<file path="src/rtl/ones_frame_acc_pkg.sv">
// Shared constants and FSM encoding for the ones-count frame accumulator.
// Frame-dependent widths are derived where FRAME_LEN is known.
package ones_frame_acc_pkg;

  localparam int DATA_W = 6;
  localparam int PC_W   = 3;

  typedef enum logic [1:0] {
    ST_IDLE = 2'd0,
    ST_ACC  = 2'd1,
    ST_DONE = 2'd2
  } state_t;

endpackage

</file>
<file path="src/rtl/ones_frame_acc_if.sv">
// Word-in / frame-result-out handshake bundle for ones_frame_acc.
// The master is the word source plus result consumer; the slave is the accumulator.
interface ones_frame_acc_if #(
  parameter int FRAME_LEN = 8
);
  import ones_frame_acc_pkg::*;

  localparam int SUM_W = $clog2(DATA_W * FRAME_LEN + 1);
  localparam int LEN_W = $clog2(FRAME_LEN + 1);

  logic              in_valid;
  logic              in_ready;
  logic [DATA_W-1:0] in_data;
  logic              in_last;
  logic              out_valid;
  logic              out_ready;
  logic [SUM_W-1:0]  out_sum;
  logic [PC_W-1:0]   out_max;
  logic [LEN_W-1:0]  out_len;

  modport master (
    output in_valid, in_data, in_last, out_ready,
    input  in_ready, out_valid, out_sum, out_max, out_len
  );

  modport slave (
    input  in_valid, in_data, in_last, out_ready,
    output in_ready, out_valid, out_sum, out_max, out_len
  );

endinterface

</file>
<file path="src/rtl/ones_frame_acc_popcnt6.sv">
// Combinational population count of one 6-bit word (result 0..6).
module popcnt6
  import ones_frame_acc_pkg::*;
(
  input  logic [DATA_W-1:0] i_data,
  output logic [PC_W-1:0]   o_count
);

  // NOTE: combinational logic uses blocking '=' and assigns a default first, so the
  // loop accumulates in order and no latch is inferred.
  always_comb begin
    o_count = '0;
    for (int i = 0; i < DATA_W; i++) begin
      o_count = o_count + PC_W'(i_data[i]);
    end
  end

endmodule

</file>
<file path="src/rtl/ones_frame_acc.sv">
// Accumulates popcounts of a word stream into frames of up to FRAME_LEN words and
// presents total ones, peak per-word count and word count once per frame.
module ones_frame_acc
  import ones_frame_acc_pkg::*;
#(
  parameter int FRAME_LEN = 8
) (
  input  logic            clk,
  input  logic            rst,
  ones_frame_acc_if.slave bus
);

  localparam int SUM_W = $clog2(DATA_W * FRAME_LEN + 1);
  localparam int LEN_W = $clog2(FRAME_LEN + 1);

  state_t           r_state;
  state_t           w_next_state;

  logic [PC_W-1:0]  w_pc;
  logic             w_in_ready;
  logic             w_out_valid;
  logic             w_accept;
  logic             w_close;
  logic             w_take;

  logic [SUM_W-1:0] r_acc_sum;
  logic [PC_W-1:0]  r_acc_max;
  logic [LEN_W-1:0] r_acc_len;
  logic [SUM_W-1:0] w_sum_nxt;
  logic [PC_W-1:0]  w_max_nxt;
  logic [LEN_W-1:0] w_len_nxt;

  logic [SUM_W-1:0] r_out_sum;
  logic [PC_W-1:0]  r_out_max;
  logic [LEN_W-1:0] r_out_len;

  popcnt6 u_popcnt6 (
    .i_data  (bus.in_data),
    .o_count (w_pc)
  );

  assign w_accept  = bus.in_valid & w_in_ready;
  assign w_take    = w_out_valid & bus.out_ready;
  assign w_sum_nxt = r_acc_sum + SUM_W'(w_pc);
  assign w_max_nxt = (w_pc > r_acc_max) ? w_pc : r_acc_max;
  assign w_len_nxt = r_acc_len + LEN_W'(1);
  // The frame closes on the word that reaches FRAME_LEN or carries in_last.
  assign w_close   = w_accept & ((w_len_nxt == LEN_W'(FRAME_LEN)) | bus.in_last);

  // NOTE: sequential state uses non-blocking '<=' so every register samples
  // pre-edge values; reset is synchronous and clears all state.
  always_ff @(posedge clk) begin
    if (rst) begin
      r_state <= ST_IDLE;
    end else begin
      r_state <= w_next_state;
    end
  end

  always_comb begin
    w_next_state = r_state;
    case (r_state)
      ST_IDLE, ST_ACC: begin
        if (w_close) begin
          w_next_state = ST_DONE;
        end else if (w_accept) begin
          w_next_state = ST_ACC;
        end
      end
      ST_DONE: begin
        if (w_take) begin
          w_next_state = ST_IDLE;
        end
      end
      default: w_next_state = ST_IDLE;
    endcase
  end

  always_comb begin
    w_in_ready  = 1'b0;
    w_out_valid = 1'b0;
    case (r_state)
      ST_IDLE, ST_ACC: w_in_ready  = !rst;
      ST_DONE:         w_out_valid = 1'b1;
      default: ;
    endcase
  end

  // Accumulators hold the finished frame through DONE and clear on the handshake.
  always_ff @(posedge clk) begin
    if (rst || w_take) begin
      r_acc_sum <= '0;
      r_acc_max <= '0;
      r_acc_len <= '0;
    end else if (w_accept) begin
      r_acc_sum <= w_sum_nxt;
      r_acc_max <= w_max_nxt;
      r_acc_len <= w_len_nxt;
    end
  end

  // Result registers are loaded only at close, so they read zero whenever out_valid is low.
  always_ff @(posedge clk) begin
    if (rst || w_take) begin
      r_out_sum <= '0;
      r_out_max <= '0;
      r_out_len <= '0;
    end else if (w_close) begin
      r_out_sum <= w_sum_nxt;
      r_out_max <= w_max_nxt;
      r_out_len <= w_len_nxt;
    end
  end

  assign bus.in_ready  = w_in_ready;
  assign bus.out_valid = w_out_valid;
  assign bus.out_sum   = r_out_sum;
  assign bus.out_max   = r_out_max;
  assign bus.out_len   = r_out_len;

endmodule
</file>
<file path="src/flat_wrapper.sv">
// flat-port wrapper written by rule: the top's interface ports become plain ports
module ones_frame_acc_flat import ones_frame_acc_pkg::*;
#(
  parameter int FRAME_LEN = 8
)
  (clk, rst, bus_in_valid, bus_in_data, bus_in_last, bus_out_ready, bus_in_ready, bus_out_valid, bus_out_sum, bus_out_max, bus_out_len);
  ones_frame_acc_if #(.FRAME_LEN(FRAME_LEN)) bus_i ();
  input  logic clk;
  input  logic rst;
  input wire logic [$bits(bus_i.in_valid)-1:0] bus_in_valid;
  input wire logic [$bits(bus_i.in_data)-1:0] bus_in_data;
  input wire logic [$bits(bus_i.in_last)-1:0] bus_in_last;
  input wire logic [$bits(bus_i.out_ready)-1:0] bus_out_ready;
  output wire logic [$bits(bus_i.in_ready)-1:0] bus_in_ready;
  output wire logic [$bits(bus_i.out_valid)-1:0] bus_out_valid;
  output wire logic [$bits(bus_i.out_sum)-1:0] bus_out_sum;
  output wire logic [$bits(bus_i.out_max)-1:0] bus_out_max;
  output wire logic [$bits(bus_i.out_len)-1:0] bus_out_len;
  assign bus_i.in_valid = bus_in_valid;
  assign bus_i.in_data = bus_in_data;
  assign bus_i.in_last = bus_in_last;
  assign bus_i.out_ready = bus_out_ready;
  assign bus_in_ready = bus_i.in_ready;
  assign bus_out_valid = bus_i.out_valid;
  assign bus_out_sum = bus_i.out_sum;
  assign bus_out_max = bus_i.out_max;
  assign bus_out_len = bus_i.out_len;
  ones_frame_acc #(.FRAME_LEN(FRAME_LEN)) u_core (.clk(clk), .rst(rst), .bus(bus_i));
endmodule
</file>
<file path="config.mk">
export PLATFORM = sky130hd
export DESIGN_NAME = ones_frame_acc_flat
export DESIGN_NICKNAME = d
export VERILOG_FILES = /design/src/rtl/ones_frame_acc_pkg.sv /design/src/rtl/ones_frame_acc_if.sv /design/src/rtl/ones_frame_acc_popcnt6.sv /design/src/rtl/ones_frame_acc.sv /design/src/flat_wrapper.sv
export SDC_FILE = /design/constraint.sdc
export NUM_CORES = 1
export LEC_CHECK = 0
export ABC_AREA = 1
export BUFFER_PORTS_ARGS = -buffer_cell sky130_fd_sc_hd__buf_2
export CELL_PAD_IN_SITES_DETAIL_PLACEMENT = 0
export CELL_PAD_IN_SITES_GLOBAL_PLACEMENT = 1
export CORE_ASPECT_RATIO = 0.7
export CORE_MARGIN = 1
export CORE_UTILIZATION = 43
export CTS_BUF_LIST = sky130_fd_sc_hd__clkbuf_8 sky130_fd_sc_hd__clkbuf_16
export CTS_CLUSTER_DIAMETER = 30
export DETAILED_ROUTE_END_ITERATION = 8
export PLACE_DENSITY_LB_ADDON = 0.1
export SLEW_MARGIN = 25
export SYNTH_ARGS = -nofsm -noshare
export SYNTH_HDL_FRONTEND = slang
export SYNTH_SLANG_ARGS = --single-unit
export TNS_END_PERCENT = 10
</file>
<file path="constraint.sdc">
create_clock -name clk -period 7 [get_ports clk]
set_clock_uncertainty 0.2 [all_clocks]
set_input_delay 0.35 -clock clk [delete_from_list [all_inputs] [get_ports clk]]
set_output_delay 0.35 -clock clk [all_outputs]
set_load 0.02 [all_outputs]
</file>
; ---- Word level (Yosys, flattened, before mapping)
; Cells that the tools add are included.
[word_totals]
in_bits = 11
ff_bits = 28
word_cells = 36
[op_classes]
eq_ne = 5
bitwise = 4
n_reduce_logical = 5
n_mux = 7
addsub = 7
order_cmp = 1
[op_table]
columns = op, n
row1 = 3-bit by 1-bit adder with 3-bit output, 3
row2 = 6-bit by 3-bit adder with 6-bit output, 1
row3 = 2-bit 2-to-1 mux, 3
row4 = 4-bit by 1-bit adder with 4-bit output (second input constant), 1
row5 = 4-bit == test (second input constant), 1
row6 = 2-bit one-hot mux with 2 select lines, 1
row7 = 2-bit by 1-bit adder with 3-bit output, 1
row8 = 1-bit AND, 3
row9 = 3-bit greater-than comparator, 1
row10 = 3-bit 2-to-1 mux, 1
row11 = 3-bit by 1-bit != test with 1-bit output (second input constant), 1
row12 = 1-bit by 1-bit adder with 2-bit output, 1
row13 = 2-bit by 1-bit == test with 1-bit output (second input constant), 1
row14 = 2-bit == test (second input constant), 1
row15 = 2-bit zero test, 1
row16 = 1-bit 2-to-1 mux, 2
row17 = 2-bit by 1-bit != test with 1-bit output (second input constant), 1
row18 = 2-bit AND reduction, 1
row19 = 2-bit OR reduction, 1
row20 = 1-bit zero test, 1
row21 = 1-bit logical OR, 1
row22 = 1-bit bitwise OR, 1

; ---- Depth between registers and ports, before layout
; Gate-level depths: netlist of run 1.
[logic_depth]
depth_word = 7
depth_mapped = 16
mapped_depth_nobuf = 16

; ---- Modules after synthesis
; Synthesis of run 1 repeated with hierarchy kept, for this count alone.
[unflattened]
hier_cells = 218
area_unflattened_um2 = 1597.8
[modules_own_cells]
columns = mod, area_each_um2, seq_area_each_um2, cells_each, n_inst
row1 = ones_frame_acc, 1495.2, 560.5, 206, 1
row2 = popcnt6, 102.6, 0.0, 12, 1

; ---- Least setup slack after synthesis of run 1
; OpenSTA, ideal clock, no wires.
[synth_timing]
kind = input to register
start = input bus_in_data[0]
end = register u_core.r_acc_sum[4]
path_stages = 15
setup_slack_ps = 3558
setup_time_ps = 116
t_arrival_ps = 3125
t_required_ps = 6684
path_cell_list = fa_1 > inv_1 > fa_1 > inv_1 > ha_1 > fa_1 > inv_1 > fa_1 > nand3b_1 > nand2_1 > nand2_1 > nand2_1 > nand2_1 > o211ai_1 > inv_1
[synth_via]
elab_chain_len = 6
[synth_lines]
columns = element, line
row1 = "start, declared", flat_wrapper.sv:11  ; input wire logic [$bits(bus_i.in_data)-1:0] bus_in_data;
row2 = 1-bit by 1-bit adder with 2-bit output, ones_frame_acc_popcnt6.sv:14  ; o_count = o_count + PC_W'(i_data[i]);
row3 = 2-bit by 1-bit adder with 3-bit output, ones_frame_acc_popcnt6.sv:14
row4 = 3-bit by 1-bit adder with 3-bit output (3 in series), ones_frame_acc_popcnt6.sv:14
row5 = 6-bit by 3-bit adder with 6-bit output, ones_frame_acc.sv:44  ; assign w_sum_nxt = r_acc_sum + SUM_W'(w_pc);
row6 = "end signal, assigned", ones_frame_acc.sv:96  ; r_acc_sum <= w_sum_nxt;
row7 = "end, declared", ones_frame_acc.sv:26  ; logic [SUM_W-1:0] r_acc_sum;
; No other way between the ends.
; A chain may end at the register's enable or synchronous reset.

; ---- Worst setup path after layout of run 1
; Ends and elaborated chain as after synthesis.

==> results.sh, run 1 <==
export IMPL_grt_pass1_wl_microns=5500
export IMPL_drc=0
export IMPL_clock_latency_ns=0.27
export IMPL_synth_edff_count=0
export IMPL_dr_pass1_iters=4
export IMPL_post_route_cell_area_sq_um=1750
export IMPL_ant_nets=0
export IMPL_synthFlopType="dfxtp_1"
export IMPL_layout_drive_gt1_share_pct=18.1
export IMPL_setup_tns_final_ns=0
export IMPL_hold_viol_final=0
export IMPL_fmax_mhz=287
export IMPL_antenna_found_initial=0
export IMPL_tightest_slew_ns=0.278
export IMPL_yosysWarnings=0
export IMPL_synthTopCellsByArea="dfxtp_1 (36%), nand2_1 (11%), inv_1 (7.8%), ha_1 (6.5%), nor2_1 (6.1%)"
export IMPL_worst_setup_path_type="in2reg"
export IMPL_seq_area_frac_synth_pct=36.2
export IMPL_grt_start_max_net_pins=18
export IMPL_final_core_util_pct=52.9
export IMPL_syn_nets=230
export IMPL_first_iter_violations=43
export IMPL_min_period_ns=3.49
export IMPL_leakage_nw=0.938
export IMPL_die_h_microns=52.2
export IMPL_cts_resized=0
export IMPL_max_stage_delay_ns=0.64
export IMPL_placed_cell_area_sq_um=1700
export IMPL_reg2regPathDepth=10
export IMPL_dp_slack_ns=3.23
export IMPL_numPortBuffers=25
export IMPL_cts_tree="built"
export IMPL_status="complete, no violations"
export IMPL_drt_total_wl_microns=3170
export IMPL_vias=1352
export IMPL_cts_sinks=28
export IMPL_cp_required_ns=6.97
export IMPL_die_area_sq_um=3850
export IMPL_via_per_inst=4.85
export IMPL_initial_utilization_pct=46.9
export IMPL_synth_cell_types=25
export IMPL_worst_slack_ns=3.51
export IMPL_cp_top_family="adder cells"
export IMPL_cts_root_buffer="clkbuf_8"
export IMPL_cap_violations=0
export IMPL_start_kind="input pin"
export IMPL_row_count=17
export IMPL_final_cells=279
export IMPL_area_growth_syn_to_layout_pct=12.8
export IMPL_dp_cells=276
export IMPL_track_usage_pct=19.1
export IMPL_cp_slowest_cell="fa_1"
export IMPL_cts_reportedPaths_clkPinSlew_ns=0.09
export IMPL_powerDensity_nw_per_um2=218
export IMPL_endpoint_kind="register"
export IMPL_die_width_microns=73.7
export IMPL_slew_violations=0
export IMPL_avgSynthCellArea_sq_um=7.48
export IMPL_rsz0062_at_grt="false"
export IMPL_core_area_sq_um=3300
export IMPL_syn_inst=207
export IMPL_cts_hold_buf=0
export IMPL_grt_pass1_vias=1323
export IMPL_htree_levels=1
export IMPL_crit_fanout=4
export IMPL_clock_path_buffers=2
export IMPL_crit_cells=16
export IMPL_nNetsFinal=257
export IMPL_cts_setup_buffers=0
export IMPL_yosysMostFrequentCell="nand2_1"
export IMPL_yosys_register_bits=28
export IMPL_arrival_ns=3.45
export IMPL_relSlewSlack_pct=81.4
export IMPL_synth_area_sq_um=1550
export IMPL_wl_per_cell_microns=11.3
export IMPL_worstHoldPathCells=3
export IMPL_synth_common_cells="nand2_1 (44), inv_1 (32), dfxtp_1 (28)"
export IMPL_period_share_pct=49.8
export IMPL_yosysTopAreaCell="dfxtp_1"
export IMPL_synthArstFlopShare_pct=0
export IMPL_cts_inserted_buffers=3
export IMPL_io_pins=26
export IMPL_finalSetupViolCount=0
export IMPL_crit_chain="buf_2 > fa_1 > inv_1 > fa_1 > inv_1 > ha_1 > fa_1 > inv_1 > fa_1 > nand3b_1 > nand2_1 > nand2_1 > nand2_1 > nand2_1 > o211ai_1 > inv_1"
export IMPL_n_antenna_cell=0
export IMPL_yosysTopAreaCellShare_pct=36.2
export IMPL_peakVddDrop_mv=0.129
export IMPL_gp_congestion=0.791
export IMPL_path_buf_inv=5
export IMPL_overflow=0
export IMPL_hold_path_class="in2reg"
export IMPL_dp_hpwl_microns=2450
==> cell type report <==
class	instances	area, sq um
clock buffer	3	41.3
fill	310	1550
inverter	35	134
timing repair buffer	25	125
sequential	28	561
tap	47	58.8
multi-input combinational	141	826
==> sequential cells by signal (all words and copies together), names as in the netlist <==
| signal | flops |
|---|---|
| u_core.r_acc_sum | 6 |
| u_core.r_acc_len | 4 |
| u_core.r_acc_max | 3 |
| u_core.bus.out_len | 4 |
| u_core.bus.out_sum | 6 |
| u_core.r_state | 2 |
| u_core.bus.out_max | 3 |
==> cell families after synthesis <==
kind of cell | Yosys count | share of synthesized area (%)
AO/OA/AOI/OAI | 26 | 8.89
XOR/XNOR | 1 | 0.566
AND/OR/NAND/NOR | 102 | 32.3
buffers and inverters | 38 | 10.4
flip-flops | 28 | 36.2
adder cells (fa/ha/maj) | 12 | 11.6
==> where the power goes <==
part           switching, mW  internal (mW)
combinational         0.0760         0.0437
sequential           0.00654          0.170
clock                 0.0457         0.0386
total                  0.128          0.253
==> worst paths after layout <==
path                                                    startpoint                                  to  slack [ns]
worst max-delay path                                bus_in_data[0]    u_core.r_acc_sum[4]$_SDFFE_PP0P_        3.51
worst min-delay path                                   bus_in_last  u_core.bus.out_len[2]$_SDFFE_PP0P_        0.15
worst max register to register    u_core.r_acc_sum[0]$_SDFFE_PP0P_    u_core.r_acc_sum[4]$_SDFFE_PP0P_        5.17
worst min register to register  u_core.bus.out_len[0]$_SDFFE_PP0P_  u_core.bus.out_len[0]$_SDFFE_PP0P_        0.27
==> worst reg2reg max path, cell delays in order, from the launching register on <==
cell and delay (ns):
dfxtp_1 0.34, ha_1 0.18, inv_1 0.06, fa_1 0.39, nand3b_1 0.20, nand2_1 0.08
nand2_1 0.04, nand2_1 0.07, nand2_1 0.05, o211ai_1 0.08, inv_1 0.05
==> metal layers <==
metal | track usage (%) | vias up | share of wire (%)
met4 | 5.13 | 0 | 0.47
met3 | 4.81 | 2 | 6.5
met1 | 23.3 | 616 | 49
met5 | 0 | - | 0
met2 | 33.6 | 32 | 44
li1 | - | 702 | -
==> metrics by stage <==
| stage | hold WS, ns | total power, mW |
|---|---|---|
| detailed placement | 0.254 | 0.299 |
| CTS | 0.143 | 0.386 |
| global placement | 0.238 | 0.294 |
| global route | 0.170 | 0.410 |
| floorplan | 0.250 | 0.269 |
| finish | 0.153 | 0.381 |
==> cells in the final DEF, fill, tap and decap left out, types with 2 or more instances in the layout <==
master and count:
nand2_4 3, nand3_1 11, nand2_1 44, o21ai_0 11, clkbuf_8 3, nor3_1 2, buf_2 25, inv_2 2
ha_1 8, dfxtp_1 28, o211ai_1 2, nand3b_1 8, a21oi_1 11, nor2_4 2, nand2_2 4, inv_1 32
nor2_1 25, fa_1 4
Power figures use the tool's default switching activity.
==> inputs of run 2 (changes only) <==
--- a/config.mk
+++ b/config.mk
@@ -5,13 +5,13 @@
 export SDC_FILE = /design/constraint.sdc
 export NUM_CORES = 1
 export LEC_CHECK = 0
-export ABC_AREA = 1
+export ABC_AREA = 0
 export BUFFER_PORTS_ARGS = -buffer_cell sky130_fd_sc_hd__buf_2
 export CELL_PAD_IN_SITES_DETAIL_PLACEMENT = 0
 export CELL_PAD_IN_SITES_GLOBAL_PLACEMENT = 1
 export CORE_ASPECT_RATIO = 0.7
 export CORE_MARGIN = 1
-export CORE_UTILIZATION = 43
+export CORE_UTILIZATION = 41
 export CTS_BUF_LIST = sky130_fd_sc_hd__clkbuf_8 sky130_fd_sc_hd__clkbuf_16
 export CTS_CLUSTER_DIAMETER = 30
 export DETAILED_ROUTE_END_ITERATION = 8
==> constraint.sdc (replaced) <==
create_clock -name clk -period 3.5 [get_ports clk]
set_clock_uncertainty 0.2 [all_clocks]
set_input_delay 0.175 -clock clk [delete_from_list [all_inputs] [get_ports clk]]
set_output_delay 0.175 -clock clk [all_outputs]
set_load 0.02 [all_outputs]
==> results.sh, run 2 <==
export IMPL_status="complete, no violations"
export IMPL_finalSetupViolCount=0
export IMPL_yosysWarnings=0
export IMPL_final_common_cell="dfxtp_1"
export IMPL_yosysTopAreaCellShare_pct=36.6
export IMPL_dr_pass1_iters=4
export IMPL_max_stage_delay_ns=0.60
export IMPL_fmax_mhz=297
export IMPL_drc=0
export IMPL_layout_drive_gt1_share_pct=32.7
export IMPL_cts_tree="built"
export IMPL_cp_required_ns=3.49
export IMPL_die_h_microns=53.1
export IMPL_cts_reportedPaths_clkPinSlew_ns=0.09
export IMPL_placed_cell_area_sq_um=1760
export IMPL_via_per_inst=5.21
export IMPL_core_area_sq_um=3540
export IMPL_power_frac_seq_pct=36.3
export IMPL_grt_pass1_wl_microns=5640
export IMPL_p_comb_share_pct=37.5
export IMPL_synth_area_sq_um=1530
export IMPL_antenna_found_initial=0
export IMPL_post_route_cell_area_sq_um=1910
export IMPL_gp_congestion=0.807
export IMPL_yosysTopAreaCell="dfxtp_1"
export IMPL_wl_per_cell_microns=13.5
export IMPL_io_pins=26
export IMPL_seq_area_frac_synth_pct=36.6
export IMPL_endpoint_kind="register"
export IMPL_overflow=0
export IMPL_synthFlopType="dfxtp_1"
export IMPL_relSlewSlack_pct=46.5
export IMPL_n_fill_cell=347
export IMPL_final_cell_mix="dfxtp_1 (28), buf_2 (25), nand2_1 (15)"
export IMPL_track_usage_pct=19.4
export IMPL_die_area_sq_um=3990
export IMPL_hold_path_class="in2reg"
export IMPL_swShare_pct=32.0
export IMPL_syn_inst=170
export IMPL_numPortBuffers=25
export IMPL_vias=1312
export IMPL_synth_common_cells="dfxtp_1 (28), nand2_1 (16), nor2_1 (13)"
export IMPL_clock_latency_ns=0.27
export IMPL_cts_sinks=28
export IMPL_crit_chain="buf_2 > fa_1 > inv_1 > fa_1 > inv_1 > ha_2 > fa_2 > ha_4 > buf_4 > nand2_2 > buf_4 > o22ai_1 > a221o_1 > a221oi_2"
export IMPL_synthTopCellsByArea="dfxtp_1 (37%), ha_1 (6.5%), fa_1 (5.2%), xor2_1 (4.6%), nand2_1 (3.9%)"
export IMPL_clock_path_buffers=2
export IMPL_grt_pass1_vias=1209
export IMPL_yosysMostFrequentCell="dfxtp_1"
export IMPL_cts_setup_buffers=0
export IMPL_p_int_uw=657
export IMPL_arrival_ns=3.36
export IMPL_dp_hpwl_microns=2550
export IMPL_cp_top_family="adder cells"
export IMPL_power_net_switching_uw=310
export IMPL_n_antenna_cell=0
export IMPL_worst_setup_path_type="in2reg"
export IMPL_initial_utilization_pct=43.3
export IMPL_cts_root_buffer="clkbuf_8"
export IMPL_cap_violations=0
export IMPL_synth_edff_count=0
export IMPL_start_kind="input pin"
export IMPL_leakage_nw=0.803
export IMPL_tightest_slew_ns=0.802
export IMPL_first_iter_violations=37
export IMPL_dp_cells=247
export IMPL_crit_fanout=3
export IMPL_powerDensity_nw_per_um2=508
export IMPL_yosys_register_bits=28
export IMPL_hold_viol_final=0
export IMPL_nNetsFinal=226
export IMPL_drt_total_wl_microns=3400
export IMPL_slew_violations=0
export IMPL_period_share_pct=96.3
export IMPL_htree_levels=1
export IMPL_grt_start_max_net_pins=20
export IMPL_syn_nets=193
export IMPL_min_period_ns=3.37
export IMPL_path_buf_inv=5
export IMPL_final_cells=252
export IMPL_p_total_uw=967
export IMPL_avgSynthCellArea_sq_um=9.01
export IMPL_peakVddDrop_mv=0.213
export IMPL_area_growth_syn_to_layout_pct=24.4
export IMPL_die_width_microns=75.1
export IMPL_synth_cell_types=38
export IMPL_synthArstFlopShare_pct=0
export IMPL_row_count=18
export IMPL_ant_nets=0
export IMPL_cts_inserted_buffers=3
export IMPL_cp_slowest_cell="fa_2"
export IMPL_clkPwrFrac_pct=26.1
## run 2: layer usage
layer | routed length [microns] | track usage, % | part of all wire, %
met1 | 1670 | 25.5 | 49
met5 | 0 | 0 | 0
met3 | 122 | 5.14 | 3.6
met4 | 16 | 4.72 | 0.47
met2 | 1590 | 31.4 | 47
## run 2: timing repair
action / in CTS / in global routing
setup endpoints to repair: 0 / 6
gates resized for setup: 0 / 17
hold buffers: 1 / 0
hold endpoints to repair: 2 / 0
## run 2: per-stage QoR
stage / setup TNS [ns] / hold slack [ns] / worst slack, ns / utilization [%]
after detailed placement: -1.60 / 0.235 / -0.229 / 49.7
after global placement: -1.06 / 0.228 / -0.182 / 49.7
after global routing: -0.0487 / 0.0247 / -0.0285 / 53.9
final: 0 / 0.0208 / 0.130 / 53.9
after CTS: 0 / 0.00891 / 0.0401 / 52.0
after floorplan: 0 / 0.0374 / 0.00510 / -
## run 2: area by class of cell
type | count | area [sq um] | area share (%)
Sequential cell | 28 | 561 | 29.4
Clock buffer | 3 | 41.3 | 2.17
Inverter | 12 | 45.0 | 2.36
Multi-Input combinational cell | 124 | 971 | 51.0
Timing Repair Buffer | 34 | 195 | 10.2
Tap cell | 50 | 62.6 | 3.28
Clock inverter | 1 | 30.0 | 1.58
## run 2: worst paths after layout
check / start / to / slack, ns / depth (start not counted)
max: bus_in_data[0] / u_core.bus.out_max[1]$_SDFFE_PP0P_ / 0.13 / 14
min: bus_out_ready / u_core.r_state[1]$_SDFFE_PP0P_ / 0.02 / 3
max reg2reg: u_core.r_acc_len[0]$_SDFFE_PP0P_ / u_core.bus.out_max[2]$_SDFFE_PP0P_ / 1.16 / 5
min reg2reg: u_core.bus.out_len[1]$_SDFFE_PP0P_ / u_core.bus.out_len[1]$_SDFFE_PP0P_ / 0.26 / 2
## run 2: worst reg2reg max path, delay by kind of cell (launching register included)
family | cells | cell delay, ns
and+or+nand+nor | 2 | 0.84
DFF | 1 | 0.51
AOI/OAI and AO/OA | 3 | 0.70
## run 2: power by group through the flow
stage | combinational, mW | clock (mW) | sequential (mW)
2_1_floorplan | 0.203 | 0 | 0.367
3_3_place_gp | 0.302 | 0 | 0.359
3_5_place_dp | 0.313 | 0 | 0.359
4_1_cts | 0.315 | 0.263 | 0.352
5_1_grt | 0.405 | 0.275 | 0.354
6_report | 0.363 | 0.253 | 0.351
## run 2: kinds of logic (layout without fill, tap and decap cells)
group	after synthesis	count (layout)	share of synthesized area (%)
simple gates	58	58	19.7
compound gates	41	41	19.0
flops	28	28	36.6
buf+inv	18	50	5.39
fa+ha+maj	12	12	11.8
xor+xnor	12	12	6.86
mux	1	1	0.654
==> inputs of run 3 (changes only) <==
--- a/config.mk
+++ b/config.mk
@@ -9,7 +9,7 @@
 export BUFFER_PORTS_ARGS = -buffer_cell sky130_fd_sc_hd__buf_2
 export CELL_PAD_IN_SITES_DETAIL_PLACEMENT = 0
 export CELL_PAD_IN_SITES_GLOBAL_PLACEMENT = 1
-export CORE_ASPECT_RATIO = 0.7
+export CORE_ASPECT_RATIO = 1.25
 export CORE_MARGIN = 1
 export CORE_UTILIZATION = 41
 export CTS_BUF_LIST = sky130_fd_sc_hd__clkbuf_8 sky130_fd_sc_hd__clkbuf_16
==> results.sh, run 3 (synthesis gave the netlist of run 2 again) <==
export IMPL_wl_per_cell_microns=13.8
export IMPL_relSlewSlack_pct=43.6
export IMPL_period_share_pct=97.3
export IMPL_finalSetupViolCount=0
export IMPL_initial_utilization_pct=43.2
export IMPL_worst_setup_path_type="in2reg"
export IMPL_worstHoldPathCells=3
export IMPL_hold_viol_final=0
export IMPL_dp_hpwl_microns=2470
export IMPL_gp_congestion=0.845
export IMPL_dr_pass1_iters=4
export IMPL_nNetsFinal=228
export IMPL_hold_ws_ns=0.0574
export IMPL_row_count=24
export IMPL_final_cell_mix="dfxtp_1 (28), buf_2 (25), nand2_1 (16)"
export IMPL_grt_pass1_vias=1253
export IMPL_peakVddDrop_mv=0.313
export IMPL_powerDensity_nw_per_um2=480
export IMPL_area_growth_syn_to_layout_pct=21.4
export IMPL_ant_nets=0
export IMPL_final_common_cell="dfxtp_1"
export IMPL_start_kind="input pin"
export IMPL_grt_pass1_wl_microns=5570
export IMPL_r2r_end="u_core.r_state[1]$_SDFFE_PP0P_"
export IMPL_track_usage_pct=17.7
export IMPL_overflow=0
export IMPL_reg2regPathDepth=5
export IMPL_htree_levels=1
export IMPL_min_period_ns=3.41
export IMPL_cp_slowest_cell="fa_1"
export IMPL_layout_drive_gt1_share_pct=29.4
export IMPL_numPortBuffers=25
export IMPL_leakage_nw=0.804
export IMPL_clock_latency_ns=0.27
export IMPL_grt_start_max_net_pins=20
export IMPL_cts_root_buffer="clkbuf_8"
export IMPL_clock_path_buffers=2
export IMPL_die_width_microns=56.7
export IMPL_antenna_found_initial=0
export IMPL_core_area_sq_um=3540
export IMPL_endpoint_kind="register"
export IMPL_status="complete, no violations"
export IMPL_cp_top_family="adder cells"
export IMPL_max_stage_delay_ns=0.53
export IMPL_die_h_microns=70.3
export IMPL_first_iter_violations=46
export IMPL_path_buf_inv=3
export IMPL_rr_startpoint="u_core.r_acc_len[0]$_SDFFE_PP0P_"
export IMPL_drt_total_wl_microns=3340
export IMPL_cts_setup_buffers=0
export IMPL_die_area_sq_um=3990
export IMPL_cap_violations=0
export IMPL_dp_slack_ns=-0.218
export IMPL_cp_required_ns=3.50
export IMPL_n_antenna_cell=0
export IMPL_worst_slack_ns=0.0934
export IMPL_tightest_slew_ns=0.846
export IMPL_io_pins=26
export IMPL_via_per_inst=5.37
export IMPL_rsz0062_at_grt="false"
export IMPL_cts_inserted_buffers=3
export IMPL_drc=0
export IMPL_worstHoldStart="bus_in_last"
export IMPL_n_fill_cell=354
export IMPL_crit_chain="buf_2 > fa_1 > inv_1 > fa_1 > inv_1 > ha_2 > fa_1 > ha_4 > nor2b_4 > or2_4 > a21oi_1 > a221o_1 > a221oi_2"
export IMPL_crit_path_frequent_cell="fa_1"
export IMPL_arrival_ns=3.40
export IMPL_reg2reg_slack_ns=0.79
export IMPL_cts_tree="built"
export IMPL_slew_violations=0
export IMPL_cts_sinks=28
export IMPL_crit_fanout=3
export IMPL_hold_end="u_core.bus.out_len[2]$_SDFFE_PP0P_"
export IMPL_fmax_mhz=294
export IMPL_vias=1305
export IMPL_cts_reportedPaths_clkPinSlew_ns=0.09
export IMPL_hold_path_class="in2reg"
[run 3: how the worst max path moves through the flow]
stage / start / end / slack (ns) / cells past startpoint
6_report: bus_in_data[0] / u_core.bus.out_max[0]$_SDFFE_PP0P_ / 0.09 / 13
5_1_grt: bus_in_data[0] / u_core.bus.out_max[1]$_SDFFE_PP0P_ / 0.002 / 13
2_1_floorplan: bus_in_data[0] / u_core.bus.out_max[0]$_SDFFE_PP0P_ / 0.005 / 12
4_1_cts: bus_in_data[0] / u_core.bus.out_max[1]$_SDFFE_PP0P_ / 0.07 / 13
3_3_place_gp: bus_in_data[0] / u_core.bus.out_max[0]$_SDFFE_PP0P_ / -0.14 / 13
3_5_place_dp: bus_in_data[0] / u_core.bus.out_max[1]$_SDFFE_PP0P_ / -0.22 / 13
[run 3: tightest hold or removal path, delay by kind of cell]
kind                   cells  cell delay [ns]
buffers and inverters      1             0.14
AND/OR/NAND/NOR            1             0.08
AO/OA/AOI/OAI              1             0.10
[run 3: layer usage]
metal	vias up	global-route usage, %	routed length, microns	part of all wire (%)
li1	668	-	-	-
met1	623	21.8	1570	47
met2	12	31.1	1690	50
met3	2	2.78	64	1.9
met4	0	5.56	22	0.66
met5	-	0	0	0
[run 3: metrics by stage]
stage	util, %	power, mW	cells	setup TNS, ns	cell area, sq um
after CTS	51.5	0.877	243	0	1830
after global placement	49.4	0.663	237	-0.823	1750
after detailed placement	49.4	0.672	237	-1.71	1750
after floorplan	-	0.570	170	0	1550
after global routing	52.5	0.957	243	0	1860
final	52.5	0.893	243	0	1860
[run 3: cell type report]
type | instances | area [sq um] | share of cell area, %
Clock buffer | 4 | 55.1 | 2.96
Tap cell | 39 | 48.8 | 2.62
Multi-Input combinational cell | 124 | 937 | 50.4
Timing Repair Buffer | 36 | 213 | 11.4
Sequential cell | 28 | 561 | 30.1
Inverter | 12 | 45.0 | 2.42
[run 3: repair_timing]
item	4_1_cts	5_1_grt
resized for setup	0	9
hold endpoints to repair	2	0
setup endpoints to repair	0	5
hold buffers	2	0
[run 3: power breakdown]
part	switching [mW]	leakage [nW]	internal (mW)
combinational	0.178	0.547	0.162
sequential	0.0136	0.228	0.338
clock	0.101	0.0288	0.101
total	0.292	0.804	0.601
